File: config.mk
export PLATFORM = sky130hd
export DESIGN_NAME = mem_access_ctrl
export DESIGN_NICKNAME = d
export VERILOG_FILES = /design/src/rtl/mem_access_ctrl_pkg.sv /design/src/rtl/mem_access_ctrl_load_extend.sv /design/src/rtl/mem_access_ctrl.sv
export SDC_FILE = /design/constraint.sdc
export NUM_CORES = 1
export LEC_CHECK = 0
export ABC_AREA = 1
export CAP_MARGIN = 20
export CORE_MARGIN = 2
export CORE_UTILIZATION = 35
export DETAILED_ROUTE_END_ITERATION = 7
export PLACE_DENSITY = 0.62
export SYNTH_ARGS = -nofsm -noshare
export SYNTH_HDL_FRONTEND = slang
export SYNTH_SLANG_ARGS = --single-unit
File: constraint.sdc
create_clock -name clk -period 1.8 [get_ports clk]
set_input_delay 0.18 -clock clk [delete_from_list [all_inputs] [get_ports clk]]
set_output_delay 0.18 -clock clk [all_outputs]
set_load 0.03 [all_outputs]
File: src/rtl/mem_access_ctrl_pkg.sv
// Shared definitions for the memory-access sequencer: funct3 size codes, FSM
// state encoding and request-legality helpers.
package mem_access_ctrl_pkg;

  localparam logic [2:0] F3_B  = 3'b000;
  localparam logic [2:0] F3_H  = 3'b001;
  localparam logic [2:0] F3_W  = 3'b010;
  localparam logic [2:0] F3_BU = 3'b100;
  localparam logic [2:0] F3_HU = 3'b101;

  typedef enum logic [1:0] {
    MA_IDLE  = 2'd0,
    MA_REQ   = 2'd1,
    MA_DONE  = 2'd2,
    MA_FAULT = 2'd3
  } ma_state_e;

  // Fetches are always word reads, so their funct3 field is never checked.
  function automatic logic f3_legal(input logic       we,
                                    input logic       fetch,
                                    input logic [2:0] f3);
    if (fetch) return 1'b1;
    if (we)    return (f3 == F3_B) || (f3 == F3_H) || (f3 == F3_W);
    return (f3 == F3_B) || (f3 == F3_H) || (f3 == F3_W) ||
           (f3 == F3_BU) || (f3 == F3_HU);
  endfunction

  function automatic logic is_misaligned(input logic       fetch,
                                         input logic [2:0] f3,
                                         input logic [1:0] addr_lo);
    if (fetch) return addr_lo != 2'b00;
    case (f3)
      F3_H, F3_HU: return addr_lo[0];
      F3_W:        return addr_lo != 2'b00;
      default:     return 1'b0;
    endcase
  endfunction

endpackage

File: src/rtl/mem_access_ctrl_load_extend.sv
// Load-data lane selection and sign/zero extension for loads and fetches.
module mem_access_ctrl_load_extend
  import mem_access_ctrl_pkg::*;
(
  input  logic [31:0] i_rdata_raw,
  input  logic [1:0]  i_addr_lo,
  input  logic [2:0]  i_funct3,
  input  logic        i_is_fetch,
  output logic [31:0] o_rdata
);

  logic [7:0]  w_byte;
  logic [15:0] w_half;

  always_comb begin
    case (i_addr_lo)
      2'd0:    w_byte = i_rdata_raw[7:0];
      2'd1:    w_byte = i_rdata_raw[15:8];
      2'd2:    w_byte = i_rdata_raw[23:16];
      default: w_byte = i_rdata_raw[31:24];
    endcase
    // Halfword lane depends only on addr[1]; addr[0] is ignored here.
    w_half = i_addr_lo[1] ? i_rdata_raw[31:16] : i_rdata_raw[15:0];
  end

  always_comb begin
    o_rdata = i_rdata_raw;
    if (!i_is_fetch) begin
      case (i_funct3)
        F3_B:    o_rdata = {{24{w_byte[7]}}, w_byte};
        F3_BU:   o_rdata = {24'd0, w_byte};
        F3_H:    o_rdata = {{16{w_half[15]}}, w_half};
        F3_HU:   o_rdata = {16'd0, w_half};
        default: o_rdata = i_rdata_raw;
      endcase
    end
  end

endmodule

File: src/rtl/mem_access_ctrl.sv
// Memory-access sequencer: one-cycle FSM request -> valid/ready bus access.
// Optional misalignment faulting is enabled by defining MISALIGN_CHECK_EN.
module mem_access_ctrl
  import mem_access_ctrl_pkg::*;
#(
  parameter int TIMEOUT_CYCLES = 16,
  parameter int CNT_W          = 5
) (
  input  logic        clk,
  input  logic        rst,
  input  logic        mem_req,
  input  logic        mem_we,
  input  logic        is_fetch,
  input  logic [2:0]  funct3,
  input  logic [31:0] addr,
  input  logic [31:0] wdata,
  output logic        busy,
  output logic        done,
  output logic        fault,
  output logic [31:0] rdata,
  output logic        bus_valid,
  input  logic        bus_ready,
  output logic        bus_we,
  output logic [31:0] bus_addr,
  output logic [3:0]  bus_wstrb,
  output logic [31:0] bus_wdata,
  input  logic [31:0] bus_rdata
);

  localparam logic [CNT_W-1:0] LP_CNT_LAST = CNT_W'(TIMEOUT_CYCLES - 1);

  ma_state_e   r_state;
  ma_state_e   w_next;
  logic        r_we;
  logic        r_fetch;
  logic [2:0]  r_f3;
  logic [31:0] r_addr;
  logic [31:0] r_wdata;
  logic [3:0]  r_wstrb;
  logic [CNT_W-1:0] r_cnt;
  logic [31:0] r_rdata;

  logic        w_accept;
  logic        w_bad_req;
  logic        w_is_store;
  logic [3:0]  w_wstrb;
  logic [31:0] w_wdata;
  logic [31:0] w_ext;

  assign w_accept   = (r_state == MA_IDLE) && mem_req;
  assign w_is_store = mem_we && !is_fetch;

`ifdef MISALIGN_CHECK_EN
  assign w_bad_req = !f3_legal(w_is_store, is_fetch, funct3) ||
                     is_misaligned(is_fetch, funct3, addr[1:0]);
`else
  assign w_bad_req = !f3_legal(w_is_store, is_fetch, funct3);
`endif

  // Store lanes are resolved once at acceptance so the bus sees stable values.
  always_comb begin
    w_wstrb = 4'b0000;
    w_wdata = wdata;
    if (w_is_store) begin
      case (funct3)
        F3_B: begin
          w_wstrb = 4'b0001 << addr[1:0];
          w_wdata = {4{wdata[7:0]}};
        end
        F3_H: begin
          w_wstrb = addr[1] ? 4'b1100 : 4'b0011;
          w_wdata = {2{wdata[15:0]}};
        end
        F3_W:    w_wstrb = 4'b1111;
        default: w_wstrb = 4'b0000;
      endcase
    end
  end

  // NOTE: sequential state uses non-blocking assignments only, so every
  // register samples pre-edge values regardless of block ordering.
  always_ff @(posedge clk or negedge rst) begin
    if (!rst) r_state <= MA_IDLE;
    else      r_state <= w_next;
  end

  // NOTE: w_next gets a default before the case so no latch is inferred.
  always_comb begin
    w_next = r_state;
    case (r_state)
      MA_IDLE: begin
        if (mem_req) w_next = w_bad_req ? MA_FAULT : MA_REQ;
      end
      MA_REQ: begin
        if (bus_ready)                 w_next = MA_DONE;
        else if (r_cnt == LP_CNT_LAST) w_next = MA_FAULT;
      end
      MA_DONE:  w_next = MA_IDLE;
      MA_FAULT: w_next = MA_IDLE;
      default:  w_next = MA_IDLE;
    endcase
  end

  always_ff @(posedge clk or negedge rst) begin
    if (!rst) begin
      r_we    <= 1'b0;
      r_fetch <= 1'b0;
      r_f3    <= 3'b000;
      r_addr  <= 32'd0;
      r_wdata <= 32'd0;
      r_wstrb <= 4'b0000;
    end else if (w_accept) begin
      r_we    <= w_is_store;
      r_fetch <= is_fetch;
      r_f3    <= funct3;
      r_addr  <= addr;
      r_wdata <= w_wdata;
      r_wstrb <= w_wstrb;
    end
  end

  always_ff @(posedge clk or negedge rst) begin
    if (!rst)                                   r_cnt <= '0;
    else if ((r_state == MA_REQ) && !bus_ready) r_cnt <= r_cnt + CNT_W'(1);
    else                                        r_cnt <= '0;
  end

  mem_access_ctrl_load_extend u_load_extend (
    .i_rdata_raw (bus_rdata),
    .i_addr_lo   (r_addr[1:0]),
    .i_funct3    (r_f3),
    .i_is_fetch  (r_fetch),
    .o_rdata     (w_ext)
  );

  always_ff @(posedge clk or negedge rst) begin
    if (!rst)                                  r_rdata <= 32'd0;
    else if ((r_state == MA_REQ) && bus_ready) r_rdata <= w_ext;
  end

  // Bus fields are gated by bus_valid so the bus is quiet outside REQ.
  always_comb begin
    busy      = (r_state != MA_IDLE);
    done      = (r_state == MA_DONE);
    fault     = (r_state == MA_FAULT);
    bus_valid = (r_state == MA_REQ);
    bus_we    = bus_valid && r_we;
    bus_addr  = bus_valid ? {r_addr[31:2], 2'b00} : 32'd0;
    bus_wstrb = bus_valid ? r_wstrb : 4'b0000;
    bus_wdata = bus_valid ? r_wdata : 32'd0;
    rdata     = r_rdata;
  end

endmodule

==> results.json, run 1 <==
{
  "synth.largest_area_cell": "dfrtp_1",
  "ir_worst_vdd_uv": 745,
  "crit_path_end_kind": "primary output",
  "clock_latency_ns": 0.36,
  "cts-root-buf": "clkbuf_16",
  "fin_area_um2": 8320,
  "pwr_density_cell_nw_per_um2": 1660,
  "grt_antenna_before_repair": 0,
  "finalCritPeriodShare_pct": 96.5,
  "core_area_um2": 16600,
  "grt_overflow": 0,
  "die_area_um2": 18100,
  "p_leak_nw": 4.20,
  "hold_viol_final": 0,
  "syn_avg_cell_area_um2": 7.51,
  "netlist_top_cells_area": "dfrtp_1 (47%), nand2_1 (15%), inv_1 (6.6%), nor2_1 (5.2%), a21oi_1 (3.9%)",
  "start_util_pct": 35.9,
  "cts_sinks": 112,
  "fin_crit_ns": 1.74,
  "criticalPathCategory": "flip-flop to primary output",
  "clk_pin_slew_worst_paths_ns": 0.08,
  "wirelength_um": 17600,
  "numPortBuffers": 207,
  "crit_chain": "nor2_4, inv_2, buf_12, nor2_1, clkdlybuf4s18_2",
  "drive_gt1_share_pct": 15.4,
  "crit_path_max_fanout": 24,
  "grt_max_degree": 71,
  "r2r-end": "rdata[0]$_DFFE_PN0P_",
  "drc": 0,
  "outcome": "finished clean",
  "cap_violations": 0,
  "cpMaxStageDelayCell": "dfrtp_1",
  "grt_pass1_vias": 5541,
  "rr_startpoint": "r_f3[1]$_DFFE_PN0P_",
  "max_freq_mhz": 576,
  "cts_tree": "yes",
  "synth.distinct_cells": 33,
  "ys_warn_count": 0,
  "placed_area_um2": 8270,
  "grt_setup_unrepaired": "no",
  "grt_pass1_wl_um": 28200,
  "finalMaxSlewViolations": 0,
  "place.gp.congestion": 0.876,
  "synth-seq-cells": 112,
  "seq_area_frac_synth_pct": 47.1,
  "netlist_instances": 793,
  "multiInputGateArea_um2": 2450,
  "htree_num_levels": 3,
  "fp.dieH_um": 134,
  "cts_made_buffers": 9,
  "drt_iter0_drc": 284,
  "start_kind": "flip-flop",
  "ff2ff_setup_slack_ns": 0.28,
  "track_usage_pct": 19.8,
  "ff2ff_path_depth": 6,
  "fin_nets": 1095,
  "viasPerCell": 4.60,
  "clock_skew_ns": 0.00717,
  "hp-class": "input port to asynchronous set/reset pin",
  "cp.required_ns": 1.62,
  "die_w_um": 134,
  "arrival_ns": 1.56,
  "syn_to_final_growth_pct": 39.7,
  "max_stage_delay_ns": 0.41,
  "syn_area_um2": 5950,
  "wl_per_cell_um": 14.5,
  "ant_nets": 0,
  "pre_cts_ws_ns": 0.0583,
  "ff_latch_area_um2": 2800,
  "place_hpwl_um": 12800,
  "tns_ns": 0,
  "num_rows": 47,
  "fillCellCount": 1686,
  "synth_top_area_share_pct": 47.1,
  "clock_path_buffers": 2,
  "io_pins": 210,
  "setup_viol_count_final": 0,
  "num_vias": 5587,
  "setup_ws_ns": 0.0639,
  "drt-pass1-iter-count": 4
}
==> layer usage <==
| metal | track usage [%] | wire length, um |
|---|---|---|
| met2 | 32.6 | 8340 |
| met3 | 5.25 | 1230 |
| met4 | 5.44 | 187 |
| met5 | 0 | 0 |
| met1 | 25.8 | 7820 |
==> synth_stat cells <==
master and count:
a21oi_1 46, o22ai_1 1, buf_8 1, nand2_4 1, inv_4 1, dfrtp_1 112, nor2_2 5, o21ai_0 39
inv_1 105, nand4_1 4, or2_1 12, o211ai_2 3, conb_1 1, nand2_2 3, buf_2 20, nand3_2 5
or2_2 4, inv_2 10, nor2_4 5, buf_4 9, a21oi_2 12, o211ai_1 4, o21ai_1 31, a31oi_1 1
ha_1 2, nand3_1 17, nor3_1 1, a22oi_1 8, nand2_1 234, clkbuf_1 8, buf_6 5, nor2_8 1
nor2_1 82
==> registers in the layout (all words and copies together), names as in the netlist <==
signal,flops
r_f3,3
rdata,32
r_wstrb,4
r_state,2
r_fetch,1
r_we,1
r_cnt,5
r_addr,32
r_wdata,32
==> kinds of logic after synthesis <==
| logic type | count (synthesis) | share of synthesized area, % |
|---|---|---|
| other | 1 | 0.0630 |
| adders and majority gates | 2 | 0.420 |
| DFF | 112 | 47.1 |
| and+or+nand+nor | 374 | 26.7 |
| AOI/OAI and AO/OA | 145 | 13.9 |
| buffers and inverters | 159 | 11.9 |
==> power by group <==
| part | total, W | internal (W) | switching (W) |
|---|---|---|---|
| clock network | 0.00205 | 0.00101 | 0.00104 |
| registers | 0.00417 | 0.00364 | 0.000526 |
| logic | 0.00760 | 0.00269 | 0.00491 |
==> critical path: cells and delay by family, from the launching register on <==
kind | cells | cell delay (ns)
buf+inv | 3 | 0.54
flops | 1 | 0.41
simple gates | 2 | 0.24
==> metrics by stage <==
step / power, W / hold slack, ns / util, % / cells
2_1_floorplan: 0.00936 / -0.116 / - / 794
3_5_place_dp: 0.0123 / 0.125 / 49.9 / 1196
3_3_place_gp: 0.0122 / 0.121 / 49.9 / 1196
5_1_grt: 0.0149 / 0.305 / 50.1 / 1213
4_1_cts: 0.0142 / 0.287 / 52.0 / 1213
6_report: 0.0138 / 0.278 / 50.2 / 1214
==> layout make-up <==
cell class | count | area share, %
clock buffers | 10 | 2.87
diodes | 1 | 0.0301
clock inverters | 6 | 0.737
multi-input cells | 523 | 29.5
well taps | 220 | 3.31
repair buffers | 226 | 24.6
flip-flops and latches | 112 | 33.7
inverters | 116 | 5.26
==> timing repair <==
item,CTS,global route
hold buffers,1,0
setup buffers,0,0
resized for setup,162,98
setup endpoints to repair,62,57
hold endpoints to repair,22,0
==> how the worst max path moves through the flow <==
stage / from / end / slack (ns) / cells past startpoint
finish: r_state[1]$_DFFE_PN0P_ / bus_addr[19] / 0.06 / 5
global route: r_state[1]$_DFFE_PN0P_ / bus_addr[19] / 0.002 / 5
CTS: r_state[1]$_DFFE_PN0P_ / bus_addr[25] / 0.0004 / 5
detailed placement: r_state[1]$_DFFE_PN0P_ / bus_wdata[8] / 0.06 / 5
global placement: r_state[1]$_DFFE_PN0P_ / bus_addr[26] / 0.07 / 5
floorplan: r_state[1]$_DFFE_PN0P_ / bus_wdata[11] / 0.11 / 5
==> cells in the final DEF (no fill, tap or decap), drive strengths merged <==
| cell | instances |
|---|---|
| o21ai | 70 |
| or2 | 16 |
| clkinvlp | 1 |
| nand3 | 22 |
| clkinv | 2 |
| conb | 2 |
| clkdlybuf4s18 | 3 |
| inv | 119 |
| nand4 | 4 |
| dlygate4sd2 | 4 |
| nor3 | 1 |
| o22ai | 1 |
| dfrtp | 112 |
| nor2 | 93 |
| o211ai | 7 |
| diode | 1 |
| nand2 | 238 |
| clkbuf | 24 |
| clkdlybuf4s15 | 2 |
| a21oi | 58 |
| a22oi | 8 |
| dlygate4sd3 | 1 |
| ha | 2 |
| clkdlybuf4s50 | 135 |
| buf | 67 |
| a31oi | 1 |
Note: power is estimated with default switching activity, not from simulation.
==> inputs of run 2 (changes only) <==
Settings changed: ABC_CLOCK_PERIOD_IN_PS set to 1800.
==> results of run 2 <==
Final layout, timing and power as in run 1 (identical DEF).
==> inputs of run 3 (changes only) <==
Settings changed: CTS_CLUSTER_DIAMETER set to 50.
==> results of run 3 <==
Final layout, timing and power as in run 1 (identical DEF).
